<file path="config.mk">
export PLATFORM = sky130hd
export DESIGN_NAME = lsu_data_mem_adapter
export DESIGN_NICKNAME = d
export VERILOG_FILES = /design/src/rtl/ppc_types.sv /design/src/rtl/lsu_data_mem_adapter_completion_fifo.sv /design/src/rtl/lsu_data_mem_adapter.sv
export SDC_FILE = /design/constraint.sdc
export NUM_CORES = 1
export LEC_CHECK = 0
export ABC_AREA = 1
export CAP_MARGIN = 20
export CELL_PAD_IN_SITES_DETAIL_PLACEMENT = 1
export CELL_PAD_IN_SITES_GLOBAL_PLACEMENT = 1
export CORE_UTILIZATION = 34
export DETAILED_ROUTE_END_ITERATION = 8
export GPL_TIMING_DRIVEN = 0
export PLACE_DENSITY = 0.8
export SYNTH_ARGS = -nofsm -noshare
export SYNTH_HDL_FRONTEND = slang
export SYNTH_SLANG_ARGS = --single-unit
</file>
<file path="constraint.sdc">
create_clock -name clk -period 6.4 [get_ports clk]
set_input_delay 0.64 -clock clk [delete_from_list [all_inputs] [get_ports clk]]
set_output_delay 0.64 -clock clk [all_outputs]
set_load 0.01 [all_outputs]
</file>
<file path="src/rtl/ppc_types.sv">
// Shared LSU/data-memory types: request record, adapter FSM states and
// small byte-lane helpers used by the data memory adapter.
package ppc_types;

    // Tag field is sized for the widest reservation-station id in use.
    localparam int LSU_TAG_W = 16;

    typedef enum logic [1:0] {
        IDLE     = 2'd0,
        ISSUE_LO = 2'd1,
        ISSUE_HI = 2'd2,
        RESP     = 2'd3
    } dmem_adapter_state_t;

    // Request as latched from the LSU. Masks and data are left-justified,
    // lane 0 (MSB byte) first.
    typedef struct packed {
        logic [31:0]          addr;
        logic [3:0]           write_en;
        logic [3:0]           read_en;
        logic [31:0]          wdata;
        logic [LSU_TAG_W-1:0] tag;
        logic [4:0]           reg_addr;
    } lsu_mem_req_t;

    function automatic logic [2:0] popcount4(input logic [3:0] m);
        return {2'b00, m[3]} + {2'b00, m[2]} + {2'b00, m[1]} + {2'b00, m[0]};
    endfunction

    // Access runs past the end of the word when offset + size exceeds 4.
    function automatic logic is_split(input logic [1:0] off, input logic [2:0] n);
        return ({2'b00, off} + {1'b0, n}) > 4'd4;
    endfunction

    // Rotate right by whole bytes (moves lane 0 towards lane 3).
    function automatic logic [31:0] rotr_bytes(input logic [31:0] x, input logic [1:0] o);
        case (o)
            2'd1:    return {x[7:0],  x[31:8]};
            2'd2:    return {x[15:0], x[31:16]};
            2'd3:    return {x[23:0], x[31:24]};
            default: return x;
        endcase
    endfunction

    // Rotate left by whole bytes (moves lane o to lane 0).
    function automatic logic [31:0] rotl_bytes(input logic [31:0] x, input logic [1:0] o);
        case (o)
            2'd1:    return {x[23:0], x[31:24]};
            2'd2:    return {x[15:0], x[31:16]};
            2'd3:    return {x[7:0],  x[31:8]};
            default: return x;
        endcase
    endfunction

endpackage

</file>
<file path="src/rtl/lsu_data_mem_adapter_completion_fifo.sv">
// In-order completion FIFO. Outputs come straight from storage flops; a
// push and a pop may happen in the same cycle. Caller never pushes when full.
module completion_fifo
    import ppc_types::*;
#(
    parameter int DEPTH = 2,
    parameter int WIDTH = 8,
    localparam int AW = $clog2(DEPTH),
    localparam int CW = AW + 1
) (
    input  logic             clk,
    input  logic             rst_n,
    input  logic             push,
    input  logic [WIDTH-1:0] push_data,
    input  logic             pop,
    output logic             out_valid,
    output logic [WIDTH-1:0] out_data,
    output logic [CW-1:0]    count
);

    logic [WIDTH-1:0] mem_q [DEPTH];
    logic [AW-1:0]    wptr_q, rptr_q;
    logic [CW-1:0]    count_q;
    logic             do_pop;

    assign do_pop    = pop && (count_q != '0);
    assign out_valid = (count_q != '0);
    assign out_data  = mem_q[rptr_q];
    assign count     = count_q;

    // Storage, pointers and occupancy; reset clears entries so outputs read 0.
    always_ff @(posedge clk or negedge rst_n) begin
        if (!rst_n) begin
            wptr_q  <= '0;
            rptr_q  <= '0;
            count_q <= '0;
            for (int i = 0; i < DEPTH; i++) mem_q[i] <= '0;
        end else begin
            if (push) begin
                mem_q[wptr_q] <= push_data;
                wptr_q        <= wptr_q + 1'b1;
            end
            if (do_pop) rptr_q <= rptr_q + 1'b1;
            count_q <= count_q + CW'(push) - CW'(do_pop);
        end
    end

endmodule

</file>
<file path="src/rtl/lsu_data_mem_adapter.sv">
// LSU <-> synchronous data SRAM adapter: lane steering for stores, two-beat
// split of word-crossing accesses, load merge/right-justify, and buffered
// in-order completions (one per accepted request).
module lsu_data_mem_adapter
    import ppc_types::*;
#(
    parameter int RS_ID_WIDTH = 5,
    parameter int RESP_DEPTH  = 2
) (
    input  logic                   clk,
    input  logic                   rst_n,
    input  logic                   to_mem_valid,
    output logic                   to_mem_ready,
    input  logic [RS_ID_WIDTH-1:0] to_mem_rs_id,
    input  logic [4:0]             to_mem_reg_addr,
    input  logic [31:0]            mem_address,
    input  logic [3:0]             mem_write_en,
    input  logic [31:0]            mem_write_data,
    input  logic [3:0]             mem_read_en,
    output logic                   from_mem_valid,
    input  logic                   from_mem_ready,
    output logic [RS_ID_WIDTH-1:0] from_mem_rs_id,
    output logic [4:0]             from_mem_reg_addr,
    output logic [31:0]            mem_read_data,
    output logic                   dmem_en,
    output logic [29:0]            dmem_addr,
    output logic [3:0]             dmem_we,
    output logic [31:0]            dmem_wdata,
    input  logic [31:0]            dmem_rdata
);

    localparam int CNT_W = $clog2(RESP_DEPTH) + 1;
    localparam int PAY_W = RS_ID_WIDTH + 5 + 32;
    localparam logic [CNT_W-1:0] DEPTH_C = CNT_W'(RESP_DEPTH);

    dmem_adapter_state_t state_q, state_d;
    lsu_mem_req_t        req_in, req_q;

    logic             ready_q, handshake, push, pop;
    logic [CNT_W-1:0] fifo_count, count_nxt;
    logic [PAY_W-1:0] push_data, pop_data;
    logic [31:0]      lo_q;

    // Attributes of the latched request
    logic [1:0] off_q;
    logic [3:0] mask_q;
    logic [2:0] n_q;
    logic       store_q, split_q;

    // Next-cycle SRAM drive
    logic [31:0] act_addr, act_wdata;
    logic [3:0]  act_we, act_mask, lanes;
    logic [1:0]  act_off;
    logic        en_d;
    logic [29:0] addr_d;
    logic [3:0]  we_d;
    logic [31:0] wdata_d;

    // Load result path
    logic [31:0] merged, rotated, result;

    // Tag bits above RS_ID_WIDTH are never populated.
    logic unused_tag_hi;
    assign unused_tag_hi = ^(req_q.tag >> RS_ID_WIDTH);

    assign to_mem_ready = ready_q;
    assign handshake    = to_mem_valid && ready_q;

    assign req_in = '{addr:     mem_address,
                      write_en: mem_write_en,
                      read_en:  mem_read_en,
                      wdata:    mem_write_data,
                      tag:      LSU_TAG_W'(to_mem_rs_id),
                      reg_addr: to_mem_reg_addr};

    assign off_q   = req_q.addr[1:0];
    assign mask_q  = req_q.write_en | req_q.read_en;
    assign n_q     = popcount4(mask_q);
    assign store_q = |req_q.write_en;
    assign split_q = is_split(off_q, n_q);

    // State register
    always_ff @(posedge clk or negedge rst_n) begin
        if (!rst_n) state_q <= IDLE;
        else        state_q <= state_d;
    end

    // Next-state logic; a request with no mask bits skips the SRAM entirely
    always_comb begin
        state_d = state_q;
        case (state_q)
            IDLE:     if (handshake)
                          state_d = ((mem_write_en | mem_read_en) == 4'b0000) ? RESP : ISSUE_LO;
            ISSUE_LO: state_d = split_q ? ISSUE_HI : RESP;
            ISSUE_HI: state_d = RESP;
            RESP:     state_d = IDLE;
            default:  state_d = IDLE;
        endcase
    end

    // Output logic: SRAM beat for the state being entered. In IDLE the
    // request is still on the input port, so steer from there.
    always_comb begin
        act_addr  = (state_q == IDLE) ? mem_address    : req_q.addr;
        act_we    = (state_q == IDLE) ? mem_write_en   : req_q.write_en;
        act_mask  = (state_q == IDLE) ? (mem_write_en | mem_read_en) : mask_q;
        act_wdata = (state_q == IDLE) ? mem_write_data : req_q.wdata;
        act_off   = act_addr[1:0];
        lanes     = '0;
        en_d      = 1'b0;
        addr_d    = '0;
        we_d      = '0;
        wdata_d   = '0;
        if (state_d == ISSUE_LO || state_d == ISSUE_HI) begin
            en_d    = 1'b1;
            wdata_d = rotr_bytes(act_wdata, act_off);
            if (state_d == ISSUE_LO) begin
                addr_d = act_addr[31:2];
                lanes  = act_mask >> act_off;
            end else begin
                addr_d = act_addr[31:2] + 30'd1;
                lanes  = act_mask << (3'd4 - {1'b0, act_off});
            end
            we_d = (|act_we) ? lanes : 4'b0000;
        end
    end

    // Registered SRAM port
    always_ff @(posedge clk or negedge rst_n) begin
        if (!rst_n) begin
            dmem_en    <= 1'b0;
            dmem_addr  <= '0;
            dmem_we    <= '0;
            dmem_wdata <= '0;
        end else begin
            dmem_en    <= en_d;
            dmem_addr  <= addr_d;
            dmem_we    <= we_d;
            dmem_wdata <= wdata_d;
        end
    end

    // Request latch and lo-beat read capture (lo data lands during ISSUE_HI)
    always_ff @(posedge clk or negedge rst_n) begin
        if (!rst_n) begin
            req_q <= '0;
            lo_q  <= '0;
        end else begin
            if (handshake)           req_q <= req_in;
            if (state_q == ISSUE_HI) lo_q  <= dmem_rdata;
        end
    end

    // Merge beats, bring the first byte to lane 0, then right-justify
    always_comb begin
        merged = dmem_rdata;
        if (split_q) begin
            for (int i = 0; i < 4; i++)
                if (2'(i) >= off_q) merged[31-8*i -: 8] = lo_q[31-8*i -: 8];
        end
        rotated = rotl_bytes(merged, off_q);
        result  = (store_q || n_q == 3'd0) ? 32'h0 : (rotated >> (6'd32 - {n_q, 3'b000}));
    end

    assign push      = (state_q == RESP);
    assign push_data = {req_q.tag[RS_ID_WIDTH-1:0], req_q.reg_addr, result};
    assign pop       = from_mem_valid && from_mem_ready;
    assign count_nxt = fifo_count + CNT_W'(push) - CNT_W'(pop);

    // Ready only in IDLE with room left after this cycle's push/pop
    always_ff @(posedge clk or negedge rst_n) begin
        if (!rst_n) ready_q <= 1'b0;
        else        ready_q <= (state_d == IDLE) && (count_nxt < DEPTH_C);
    end

    completion_fifo #(
        .DEPTH (RESP_DEPTH),
        .WIDTH (PAY_W)
    ) u_cpl_fifo (
        .clk       (clk),
        .rst_n     (rst_n),
        .push      (push),
        .push_data (push_data),
        .pop       (pop),
        .out_valid (from_mem_valid),
        .out_data  (pop_data),
        .count     (fifo_count)
    );

    assign {from_mem_rs_id, from_mem_reg_addr, mem_read_data} = pop_data;

endmodule

</file>
======== Yosys cells after proc, flatten, opt, wreduce, memory -nomap -nowiden ========
Index checks and enable logic that the tools add are counted.
word-level totals
  word-level logic and storage cells ...... 100
  latch bits .............................. 0
  memories ................................ 0
  RAM bits ................................ 0
  register bits after elaboration ......... 272
  memory bits (read-only) ................. 0
  output and inout port bits .............. 111
  input port bits ......................... 118
operators by class
  muxes and demuxes ....................... 29
  add/sub/neg operators ................... 12
  div/mod/pow operators ................... 0
  eq/ne operators ......................... 11
  magnitude comparators ................... 9
  bitwise logic cells ..................... 4
  $mul .................................... 0
  shift-type cells ........................ 3
  reduce and logical (&&, ||, !) cells .... 14
operator list
  cell                     count
  $pmux W32 S3             2
  $mux W42                 4
  $mux W32                 5
  $bwmux W84               1
  $mux W30                 2
  $demux W42 S1            1
  $mux W8                  4
  $shr A32 B6 Y32          1
  $add A30 B1 Y30 const B  1
  $mux W4                  5
  $eq A2 B2 Y1 const B     7
  $eq A2 B1 Y1 const B     4
  $or A4 B4 Y4             2
  $pmux W2 S4              1
  $reduce_or A4 Y1         2
  $sub A6 B6 Y6 const A    1
  $logic_and A1 B1 Y1      5
  $add A2 B3 Y4            1
  $ge A1 B2 Y1 const A     2
  $ge A2 B2 Y1 const A     2
  $ge A2 B2 Y1 const B     2
  $gt A4 B3 Y1 const B     1
  $logic_not A2 Y1         2
  $logic_not A4 Y1         1
  other kinds (17)         23

======== Depth between registers and ports, before layout ========
Gate-level depths: netlist of the first run.
  word-level depth ........................ 12
  gate-level depth with buffers ........... 25
  mapped depth without buffers ............ 25

======== By module ========
From an unflattened synthesis of the first run, not the netlist that was laid out.
second synthesis, totals
  cell total of the unflattened synthesis .. 2,191
  area, all modules ....................... 15,773.9 um^2
by module, submodules not included
  module                times used  area an instance (um^2)  cells an instance
  lsu_data_mem_adapter  1           11,726.2                 1,716
  completion_fifo       1           4,047.6                  475

======== Worst setup path after synthesis of the first run ========
No wires, ideal clock.
  path type ............................... register to register
  start point ............................. reg req_q[54] in the netlist's numbering
  end point ............................... reg dmem_addr[26]
  arrival time ............................ 3.956 ns
  setup slack ............................. 2.327 ns
  setup time .............................. 0.117 ns
  path buffers ............................ 0
  stages on the path, launching flop included .. 22
  period minus slack after synthesis ...... 4.073 ns
  required time ........................... 6.283 ns
  cells stage by stage .................... dfrtp_1 -> or2_2 -> fa_1 -> ha_1 -> ha_1 -> inv_1 -> fa_1 -> nand2_1 -> nand3_1 -> nand2_2 -> clkinv_1 -> nand2_1 -> a31oi_1 -> ha_1 -> nor2_1 -> nand2_1 -> nor3_4 -> nand2_2 -> nor3_4 -> nand2_1 -> nor2_1 -> nor2_1
on the way
  cells in the longest elaborated chain, start to end .. 10
ends and longest elaborated chain
  element                                                line                                                      RTL
  start, declared                                        lsu_data_mem_adapter.sv:37                                lsu_mem_req_t req_in, req_q;
  start signal, assigned                                 lsu_data_mem_adapter.sv:149                               if (handshake) req_q <= req_in;
  $or A4 B4 Y4 *                                         lsu_data_mem_adapter.sv:77                                assign mask_q = req_q.write_en | req_q.read_en;
  $add A2 B1 Y3 *                                        ppc_types.sv:27                                           return {2'b00, m[3]} + {2'b00, m[2]} + {2'b00, m[1]} + {2'b00, m[0]};
  $add A3 B1 Y3 *                                        ppc_types.sv:27
  $add A2 B3 Y4 *                                        ppc_types.sv:32                                           return ({2'b00, off} + {1'b0, n}) > 4'd4;
  $gt A4 B3 Y1 *                                         ppc_types.sv:32
  $mux W1 *                                              lsu_data_mem_adapter.sv:94                                ISSUE_LO: state_d = split_q ? ISSUE_HI : RESP;
  $pmux W2 S4 *                                          lsu_data_mem_adapter.sv:91                                case (state_q)
  net state_d[0]                                         lsu_data_mem_adapter.sv:36                                dmem_adapter_state_t state_q, state_d;
  $eq A2 B1 Y1 / $eq A2 B2 Y1 (equally long branches)    lsu_data_mem_adapter.sv:114, lsu_data_mem_adapter.sv:117
  $mux W30 / $logic_or A1 B1 Y1 (equally long branches)  lsu_data_mem_adapter.sv:117, lsu_data_mem_adapter.sv:114
  $mux W30 *                                             lsu_data_mem_adapter.sv:114                               if (state_d == ISSUE_LO || state_d == ISSUE_HI) begin
  net addr_d[26]                                         lsu_data_mem_adapter.sv:55                                logic [29:0] addr_d;
  end signal, assigned                                   lsu_data_mem_adapter.sv:137                               dmem_addr <= addr_d;
  end, declared                                          lsu_data_mem_adapter.sv:26                                output logic [29:0] dmem_addr,
The timed path passes the listed nets; every way through them passes the cells marked *.
A chain may end at the register's enable or synchronous reset.

======== Worst setup path after layout of the first run ========
  start point ............................. reg req_q[58] in the netlist's numbering
  end point ............................... reg dmem_wdata[21]
on the way
  cells in the longest elaborated chain, start to end .. 10
ends and longest elaborated chain
  element                                              line                         RTL
  $or A4 B4 Y4 *                                       lsu_data_mem_adapter.sv:77
  $add A2 B1 Y3 *                                      ppc_types.sv:27
  $add A3 B1 Y3 *                                      ppc_types.sv:27
  $add A2 B3 Y4 *                                      ppc_types.sv:32
  $gt A4 B3 Y1 *                                       ppc_types.sv:32
  $mux W1 *                                            lsu_data_mem_adapter.sv:94
  $pmux W2 S4 *                                        lsu_data_mem_adapter.sv:91
  net state_d[0]                                       lsu_data_mem_adapter.sv:36
  $eq A2 B1 Y1 / $eq A2 B2 Y1 (equally long branches)  lsu_data_mem_adapter.sv:114
  $logic_or A1 B1 Y1 *                                 lsu_data_mem_adapter.sv:114
  $mux W32 *                                           lsu_data_mem_adapter.sv:114
  net wdata_d[21]                                      lsu_data_mem_adapter.sv:57   logic [31:0] wdata_d;
  end signal, assigned                                 lsu_data_mem_adapter.sv:139  dmem_wdata <= wdata_d;
  end, declared                                        lsu_data_mem_adapter.sv:28   output logic [31:0] dmem_wdata,
Marked as above.

==> results of run 1 <==
## area by class of cell
type                       instances  area (um2)
buffer                           129       579.3
inverter                         236       885.9
multi-input combinational       1467        7078
clock inverter                    14       165.2
timing repair buffer             231        2352
antenna                            2       5.005
clock buffer                      43       890.9
fill                            5467       24910
tap                              592       740.7
sequential                       272        6807
## critical path: cells and delay by family (launching register included)
family / cells / cell delay (ps)
AND/OR/NAND/NOR: 5 / 820
buffers and inverters: 6 / 2010
AO/OA/AOI/OAI: 3 / 570
adder cells (fa/ha/maj): 5 / 1720
flip-flops: 1 / 400
## sequential cells by signal, indices dropped and copies added (netlist names)
signal,count
u_cpl_fifo.mem_q,84
req_q,70
dmem_wdata,32
lo_q,32
dmem_addr,30
push_data,10
dmem_we,4
off_q,2
state_q,2
u_cpl_fifo.count,2
dmem_en,1
to_mem_ready,1
u_cpl_fifo.rptr_q,1
u_cpl_fifo.wptr_q,1
## cell families (layout without fill, tap and decap cells)
family                   count (synthesis)  after routing  synth area share [%]
adder cells (fa/ha/maj)                 21             21                 1.810
AND/OR/NAND/NOR                        993            993                 27.86
other                                    0              2                     0
XOR/XNOR                                 4              4                0.2283
flip-flops                             272            272                 44.34
AO/OA/AOI/OAI                          449            449                 16.21
buffers and inverters                  365            653                 9.545
## through the flow
stage                     util (%)  hold slack, ps
after detailed placement     41.50           465.8
final                        43.91           481.2
after global routing         43.90           497.8
after global placement       41.37           461.2
after floorplan                  -           344.4
after CTS                    43.90           482.8
## routing by layer
layer	track usage [%]	share of wire (%)
met1	34.91	43
met5	0	0
met3	3.787	4.8
met2	46.72	49
met4	9.286	3.7
## worst paths after layout
kind                                            end  slack (ps)  cells past startpoint
worst max-delay path                 dmem_wdata[21]         760                     19
worst min-delay path            u_cpl_fifo.mem_q[2]         480                      2
worst max register to register       dmem_wdata[21]         760                     19
worst min register to register  u_cpl_fifo.mem_q[2]         480                      2
max in group asynchronous                 req_q[34]        4950                      3
min in group asynchronous                   lo_q[3]         510                      2
## placed cells by master (no fill, tap or decap), drive strengths merged, types with 21 or more instances in the layout
cell type      count
inv              234
nand4             39
a211oi            21
nor2              67
o21ai            307
clkbuf           132
buf               43
clkdlybuf4s50    227
dfrtp            272
nor3              24
a21oi             68
nand2            671
nand3            173
==> report_table.html, run 1 <==
<table>
<tr><th>Metric</th><th>Value</th></tr>
<tr><th colspan="2">Timing</th></tr>
<tr><td>Achievable clock frequency</td><td>0.1775 GHz</td></tr>
<tr><td>Number of hold violations in the final report</td><td>0</td></tr>
<tr><td>Unrepaired setup endpoints after global routing</td><td>false</td></tr>
<tr><td>Setup violations, final</td><td>0</td></tr>
<tr><td>Shortest period the worst path allows</td><td>between 5000 and 6000 ps</td></tr>
<tr><td>Setup slack after layout</td><td>765.0 ps</td></tr>
<tr><td>Period utilization</td><td>88.05%</td></tr>
<tr><td>Final Max Slew Viols</td><td>0</td></tr>
<tr><td>Actual slew at the worst max-slew pin</td><td>863.9 ps</td></tr>
<tr><td>Headroom to the max-slew limit</td><td>42.41%</td></tr>
<tr><td>Maximum clock skew at final layout</td><td>~10 ps</td></tr>
<tr><td>Setup TNS Final</td><td>0 ps</td></tr>
<tr><th colspan="2">CTS</th></tr>
<tr><td>Clock latency on the worst-skew pair</td><td>600 ps</td></tr>
<tr><td># hold bufs at CTS</td><td>1</td></tr>
<tr><td># clock sinks</td><td>roughly 270</td></tr>
<tr><td>CTS HTree Levels</td><td>1</td></tr>
<tr><td>Clock Tree Buf Depth</td><td>3</td></tr>
<tr><td>Buffer count from post-CTS setup fixing</td><td>0</td></tr>
<tr><td>Clock root cell</td><td>sky130_fd_sc_hd__clkbuf_16</td></tr>
<tr><td>Post-cts gate resize count</td><td>0</td></tr>
<tr><td>Clock-pin slew on the worst setup and hold paths</td><td>60 ps</td></tr>
<tr><td>Clock tree from TritonCTS</td><td>yes</td></tr>
<tr><td>Number of buffers created by CTS</td><td>31</td></tr>
<tr><th colspan="2">Global route</th></tr>
<tr><td>Number of antenna violations at the first check in global routing</td><td>2</td></tr>
<tr><td>Vias in the first global route</td><td>about 17000</td></tr>
<tr><td>Global-route usage over all layers</td><td>27.17%</td></tr>
<tr><td>Wire length of the first global-routing pass</td><td>98150 um</td></tr>
<tr><td>Pin count of the biggest net entering global routing</td><td>121</td></tr>
<tr><td>Final global-route overflow total</td><td>0</td></tr>
<tr><th colspan="2">Drt</th></tr>
<tr><td>DR WL/cell</td><td>20.86 um</td></tr>
<tr><td>DRC</td><td>0</td></tr>
<tr><td>Initial detailed-routing violation count</td><td>967</td></tr>
<tr><td>Initial DRT Pass Iterations</td><td>6</td></tr>
<tr><td>Number of nets with antenna violations after detailed routing</td><td>0</td></tr>
<tr><td>Total number of vias</td><td>15860</td></tr>
<tr><td>Routed wire length</td><td>62290 um</td></tr>
<tr><td>Via density per instance</td><td>5.310</td></tr>
<tr><th colspan="2">Logic synthesis</th></tr>
<tr><td>Mapped cell area</td><td>0.01535 mm2</td></tr>
<tr><td>Main synth FF type</td><td>sky130_fd_sc_hd__dfrtp_1</td></tr>
<tr><td>Count leader, synth</td><td>sky130_fd_sc_hd__nand2_1</td></tr>
<tr><td>Synthesized area per cell</td><td>7.295 um2</td></tr>
<tr><td>Syn nets</td><td>roughly 2200</td></tr>
<tr><td>Synth area leaders</td><td>sky130_fd_sc_hd__dfrtp_1 (44%), sky130_fd_sc_hd__nand2_1 (16%), sky130_fd_sc_hd__o21ai_0 (9.1%)</td></tr>
<tr><td>Cell accounting for the most synthesized area</td><td>sky130_fd_sc_hd__dfrtp_1</td></tr>
<tr><td>#FFs+latches synth</td><td>~270</td></tr>
<tr><td>Post-synth top cells</td><td>sky130_fd_sc_hd__nand2_1 (659), sky130_fd_sc_hd__o21ai_0 (279), sky130_fd_sc_hd__dfrtp_1 (272), sky130_fd_sc_hd__inv_1 (224), sky130_fd_sc_hd__nand3_1 (171)</td></tr>
<tr><td>Number of library cell types mapped by synthesis</td><td>44</td></tr>
<tr><td>Synth Instances</td><td>between 2000 and 2500</td></tr>
<tr><td>Share of the synthesized area in the top cell type</td><td>~44%</td></tr>
<tr><td>Number of enable-type register cells in the synthesized netlist</td><td>0</td></tr>
<tr><td>Sequential-to-total area share from yosys stat</td><td>44.34%</td></tr>
<tr><td>Yosys warns</td><td>0</td></tr>
<tr><td>Share of async-settable or async-resettable flops after synthesis</td><td>100.0%</td></tr>
<tr><th colspan="2">Setup path</th></tr>
<tr><td>Startpoint types</td><td>flip-flop</td></tr>
<tr><td>Beginning of the worst register-to-register path</td><td>req_q[58]</td></tr>
<tr><td>Category of the most critical setup path</td><td>reg -&gt; reg</td></tr>
<tr><td>Cell-by-cell trace of the critical path</td><td>or2_2 &gt; fa_1 &gt; ha_1 &gt; ha_1 &gt; inv_1 &gt; fa_1 &gt; nand2_1 &gt; nand3_1 &gt; nand2_2 &gt; clkinv_1 &gt; nand2_1 &gt; a31oi_1 &gt; ha_1 &gt; clkbuf_1 &gt; inv_1 &gt; clkbuf_1 &gt; clkbuf_1 &gt; o21ai_0 &gt; a21oi_1</td></tr>
<tr><td>Type of element capturing the critical path</td><td>flip-flop</td></tr>
<tr><td>Origin of the worst setup path</td><td>req_q[58]</td></tr>
<tr><td>Slowest cell delay on critical path</td><td>600 ps</td></tr>
<tr><td>Worst Path Arrival</td><td>6120 ps</td></tr>
<tr><td>Slowest stage cell on the critical path</td><td>sky130_fd_sc_hd__clkbuf_1</td></tr>
<tr><td>Crit-path max FO</td><td>10</td></tr>
<tr><td>Req. time, crit path</td><td>6890 ps</td></tr>
<tr><th colspan="2">Floorplan</th></tr>
<tr><td>Initial cell density of the core</td><td>~35%</td></tr>
<tr><td>Number of standard-cell rows in the floorplan</td><td>77</td></tr>
<tr><td>Die X</td><td>between 200 and 250 um</td></tr>
<tr><td>Number of top-level pins</td><td>229</td></tr>
<tr><td>Core area</td><td>0.04441 mm2</td></tr>
<tr><td>Y dimension of the die</td><td>214.5 um</td></tr>
<tr><td>Area enclosed by the die boundary</td><td>0.04600 mm2</td></tr>
<tr><th colspan="2">Hold path</th></tr>
<tr><td>Hold WC Path Type</td><td>reg -&gt; reg</td></tr>
<tr><td>Worst hold start</td><td>u_cpl_fifo.mem_q[2]</td></tr>
<tr><th colspan="2">Status</th></tr>
<tr><td>Result of the run</td><td>finished, final reports clean</td></tr>
<tr><th colspan="2">Placed design</th></tr>
<tr><td>Total placed cells including tap cells</td><td>2926</td></tr>
<tr><td>Routability-driven placement congestion ratio</td><td>0.9699</td></tr>
<tr><td># port buffers</td><td>228</td></tr>
<tr><td>Total placed instance area</td><td>0.01843 mm2</td></tr>
<tr><td>Place WS</td><td>just under 800 ps</td></tr>
<tr><td>Half-perimeter wire length after placement</td><td>47020 um</td></tr>
<tr><th colspan="2">Layout</th></tr>
<tr><td>Total number of nets in the final design</td><td>between 2000 and 3000</td></tr>
<tr><td>Post-Layout Cell Count</td><td>2986</td></tr>
<tr><td>Post-route design area</td><td>slightly below 0.02 mm2</td></tr>
<tr><td>Fraction of layout instances using a drive strength above 1</td><td>roughly 5.8%</td></tr>
<tr><td>Layout overhead on the synthesized area</td><td>27.06%</td></tr>
<tr><th colspan="2">Flow run</th></tr>
<tr><td>Max cap viols</td><td>0</td></tr>
</table>
Power of run 1 is not shown: default switching activity piles up to over one toggle a cycle in this logic, so the estimate is an artifact.
==> run 2: changes to the inputs <==
--- a/config.mk
+++ b/config.mk
@@ -9,6 +9,7 @@
 export CAP_MARGIN = 20
 export CELL_PAD_IN_SITES_DETAIL_PLACEMENT = 1
 export CELL_PAD_IN_SITES_GLOBAL_PLACEMENT = 1
+export CORE_MARGIN = 2
 export CORE_UTILIZATION = 34
 export DETAILED_ROUTE_END_ITERATION = 8
 export GPL_TIMING_DRIVEN = 0
==> constraint.sdc (replaced) <==
create_clock -name clk -period 5.8 [get_ports clk]
set_input_delay 0.58 -clock clk [delete_from_list [all_inputs] [get_ports clk]]
set_output_delay 0.58 -clock clk [all_outputs]
set_load 0.01 [all_outputs]
==> run 2 against run 1 <==
Count of clock-buffer cells in the layout rose by 7. First-iteration DRC count up 17%. Cell count increased by 0.13%. Wire length barely moved. Sequential share of layout area decreased by 0.27 points. Critical path type unchanged.
==> report_table.html, run 2 (synthesis results as in run 1) <==
<table>
<tr><th>Metric</th><th>Value</th></tr>
<tr><th colspan="2">Drt</th></tr>
<tr><td>Initial detailed-routing violation count</td><td>1136 (+17%)</td></tr>
<tr><td>Via density per instance</td><td>5.332 (+0.41%)</td></tr>
<tr><td>DR WL/cell</td><td>20.84 um (about the same)</td></tr>
<tr><td>DRC</td><td>0 (unchanged)</td></tr>
<tr><td>Total number of vias</td><td>15940 (+0.55%)</td></tr>
<tr><td>Initial DRT Pass Iterations</td><td>5 (-1)</td></tr>
<tr><td>Number of nets with antenna violations after detailed routing</td><td>0 (unchanged)</td></tr>
<tr><td>Routed wire length</td><td>62320 um (about the same)</td></tr>
<tr><th colspan="2">Placed design</th></tr>
<tr><td># port buffers</td><td>228 (unchanged)</td></tr>
<tr><td>Routability-driven placement congestion ratio</td><td>0.9516 (-1.9%)</td></tr>
<tr><td>Place WS</td><td>140.0 ps (-647.0 ps)</td></tr>
<tr><td>Half-perimeter wire length after placement</td><td>46720 um (-0.63%)</td></tr>
<tr><th colspan="2">Hold path</th></tr>
<tr><td>Hold worst-path end</td><td>lo_q[20]</td></tr>
<tr><td>Depth of the worst hold-timing path</td><td>2 (unchanged)</td></tr>
<tr><td>Worst hold start</td><td>lo_q[20]</td></tr>
<tr><td>Hold WC Path Type</td><td>reg -&gt; reg</td></tr>
<tr><th colspan="2">Floorplan</th></tr>
<tr><td>Die X</td><td>216.5 um (+0.93%)</td></tr>
<tr><td>Number of top-level pins</td><td>229 (unchanged)</td></tr>
<tr><td>Number of standard-cell rows in the floorplan</td><td>77 (unchanged)</td></tr>
<tr><td>Y dimension of the die</td><td>216.5 um (+0.93%)</td></tr>
<tr><td>Core area</td><td>0.04441 mm2 (unchanged)</td></tr>
<tr><td>Area enclosed by the die boundary</td><td>0.04686 mm2 (+1.9%)</td></tr>
<tr><td>Initial cell density of the core</td><td>34.56% (unchanged)</td></tr>
<tr><th colspan="2">Timing</th></tr>
<tr><td>Setup violations, final</td><td>0 (unchanged)</td></tr>
<tr><td>Unrepaired setup endpoints after global routing</td><td>false</td></tr>
<tr><td>Achievable clock frequency</td><td>0.1839 GHz (+3.6%)</td></tr>
<tr><td>Period utilization</td><td>93.75% (+5.7 points)</td></tr>
<tr><td>Final Max Slew Viols</td><td>0 (unchanged)</td></tr>
<tr><td>Number of hold violations in the final report</td><td>0 (unchanged)</td></tr>
<tr><td>Setup slack after layout</td><td>362.5 ps (-402.5 ps)</td></tr>
<tr><td>Maximum clock skew at final layout</td><td>14.29 ps (+4.166 ps)</td></tr>
<tr><td>Actual slew at the worst max-slew pin</td><td>811.7 ps (-52.17 ps)</td></tr>
<tr><td>Headroom to the max-slew limit</td><td>45.89% (+3.5 points)</td></tr>
<tr><td>Minimum hold slack</td><td>479.9 ps (-1.337 ps)</td></tr>
<tr><td>Shortest period the worst path allows</td><td>5438 ps (-197.5 ps)</td></tr>
<tr><th colspan="2">Layout</th></tr>
<tr><td>Regs by FF count</td><td>u_cpl_fifo.mem_q: 84 flops, req_q: 70 flops</td></tr>
<tr><td>Total number of nets in the final design</td><td>2509 (+0.080%)</td></tr>
<tr><td>Number of flip-flops under the largest register name</td><td>84 (unchanged)</td></tr>
<tr><td>Fraction of layout instances using a drive strength above 1</td><td>6.054% (+0.24 points)</td></tr>
<tr><td>Most common cell after layout, fill and taps aside</td><td>sky130_fd_sc_hd__nand2_1</td></tr>
<tr><td>Most flop-heavy register</td><td>u_cpl_fifo.mem_q</td></tr>
<tr><td>Layout overhead on the synthesized area</td><td>28.04%</td></tr>
<tr><td>Commonest cells after routing, fill and taps aside</td><td>sky130_fd_sc_hd__nand2_1 (659), sky130_fd_sc_hd__o21ai_0 (279), sky130_fd_sc_hd__dfrtp_1 (272)</td></tr>
<tr><td>Fillers</td><td>5461 (-0.11%)</td></tr>
<tr><th colspan="2">Setup path</th></tr>
<tr><td>Req. time, crit path</td><td>6220 ps (-670 ps)</td></tr>
<tr><td>Crit-path max FO</td><td>11 (+1)</td></tr>
<tr><td>Type of element capturing the critical path</td><td>flip-flop</td></tr>
<tr><td>Startpoint types</td><td>flip-flop</td></tr>
<tr><td>Beginning of the worst register-to-register path</td><td>req_q[58]</td></tr>
<tr><td>Worst Reg2Reg Path Length in Cells</td><td>18 (-1)</td></tr>
<tr><td>Category of the most critical setup path</td><td>reg -&gt; reg</td></tr>
<tr><td>Worst Path Arrival</td><td>5850 ps (-270 ps)</td></tr>
<tr><td>Worst flop-to-flop path endpoint</td><td>dmem_wdata[23]</td></tr>
<tr><td>Reg2reg setup slack</td><td>360 ps (-400 ps)</td></tr>
<tr><th colspan="2">Global route</th></tr>
<tr><td>Vias in the first global route</td><td>16750 (-0.76%)</td></tr>
<tr><td>Wire length of the first global-routing pass</td><td>97300 um (-0.86%)</td></tr>
<tr><td>Number of antenna violations at the first check in global routing</td><td>3 (+1)</td></tr>
<tr><td>Global-route usage over all layers</td><td>26.76% (-0.41 points)</td></tr>
<tr><td>Final global-route overflow total</td><td>0 (unchanged)</td></tr>
<tr><td>Pin count of the biggest net entering global routing</td><td>122 (+0.83%)</td></tr>
<tr><th colspan="2">Flow run</th></tr>
<tr><td>Max cap viols</td><td>0 (unchanged)</td></tr>
<tr><th colspan="2">CTS</th></tr>
<tr><td>Clock root cell</td><td>sky130_fd_sc_hd__clkbuf_16</td></tr>
<tr><td>Clock tree from TritonCTS</td><td>yes</td></tr>
<tr><td>Clock-pin slew on the worst setup and hold paths</td><td>60 ps (about the same)</td></tr>
<tr><td>Clock latency on the worst-skew pair</td><td>540 ps (-60 ps)</td></tr>
<tr><td>Number of buffers created by CTS</td><td>34 (+9.7%)</td></tr>
<tr><td>CTS HTree Levels</td><td>2 (+1)</td></tr>
<tr><td>Clock Tree Buf Depth</td><td>3 (unchanged)</td></tr>
<tr><td># clock sinks</td><td>272 (unchanged)</td></tr>
<tr><td>Buffer count from post-CTS setup fixing</td><td>0 (unchanged)</td></tr>
<tr><th colspan="2">Status</th></tr>
<tr><td>Result of the run</td><td>finished, final reports clean</td></tr>
</table>
-- run 2: changes by cell type in the layout (fill, tap and decap cells not counted), sizes merged --
cell,change
diode,+1
bufinv,+1
inv,-2
clkinv,-2
clkbuf,+6
-- run 2: critical path: stages, from the launching register on --
cell                       delay [ps]
sky130_fd_sc_hd__dfrtp_1          390
sky130_fd_sc_hd__or2_2            320
sky130_fd_sc_hd__fa_1             460
sky130_fd_sc_hd__ha_1             210
sky130_fd_sc_hd__ha_1             300
sky130_fd_sc_hd__inv_1            130
sky130_fd_sc_hd__fa_1             430
sky130_fd_sc_hd__nand2_1           80
sky130_fd_sc_hd__nand3_1          100
sky130_fd_sc_hd__nand2_2          190
sky130_fd_sc_hd__clkinv_1         380
sky130_fd_sc_hd__nand2_1          170
sky130_fd_sc_hd__a31oi_1          150
sky130_fd_sc_hd__ha_1             320
sky130_fd_sc_hd__clkbuf_1         320
sky130_fd_sc_hd__inv_1            460
sky130_fd_sc_hd__clkbuf_1         460
sky130_fd_sc_hd__o21ai_0          170
sky130_fd_sc_hd__a21oi_1          270
-- run 2: repair_timing --
item                       in CTS  in global routing
setup endpoints to repair       0                 11
hold endpoints to repair        1                  0
resized for setup               0                  2
hold buffers                    1                  0
-- run 2: per-layer routing --
layer / share of wire (%) / vias up / global-route usage, %
li1: - / 7409 / -
met1: 42 / 7920 / 33.73
met2: 49 / 491 / 45.99
met3: 5.7 / 123 / 4.814
met4: 3.6 / 0 / 9.384
met5: 0 / - / 0
-- run 2: final cells by class --
| class | count | area, um2 | share of cell area [%] |
|---|---|---|---|
| inverters | 236 | 885.9 | 4.507 |
| plain buffers | 128 | 576.8 | 2.935 |
| flip-flops and latches | 272 | 6807 | 34.63 |
| multi-input cells | 1467 | 7078 | 36.01 |
| repair buffers | 231 | 2352 | 11.97 |
| diodes | 3 | 7.507 | 0.03820 |
| clock inverters | 11 | 163.9 | 0.8340 |
| clock buffers | 50 | 1042 | 5.303 |
| well taps | 592 | 740.7 | 3.769 |
-- run 2: how the worst max path moves through the flow --
stage	start	to	slack, ps	cells past startpoint
2_1_floorplan	req_q[54]	dmem_addr[26]	1730	21
3_5_place_dp	req_q[58]	dmem_wdata[21]	140	19
3_3_place_gp	rst_n	dmem_addr[14]	-7920	1
6_report	req_q[58]	dmem_wdata[23]	360	18
4_1_cts	req_q[58]	dmem_wdata[21]	90	19
5_1_grt	req_q[54]	dmem_wdata[23]	50	18
-- run 2: per-stage QoR --
stage | instances | setup TNS (ps) | utilization (%) | instance area, um2
after floorplan | 2104 | 0 | - | 15350
after global placement | 2924 | -2142380 | 41.37 | 18370
after detailed placement | 2926 | 0 | 41.50 | 18430
after CTS | 2988 | 0 | 44.24 | 19650
after global routing | 2988 | 0 | 44.24 | 19650
final | 2990 | 0 | 44.25 | 19650
Power of run 2 is left out for the same reason.
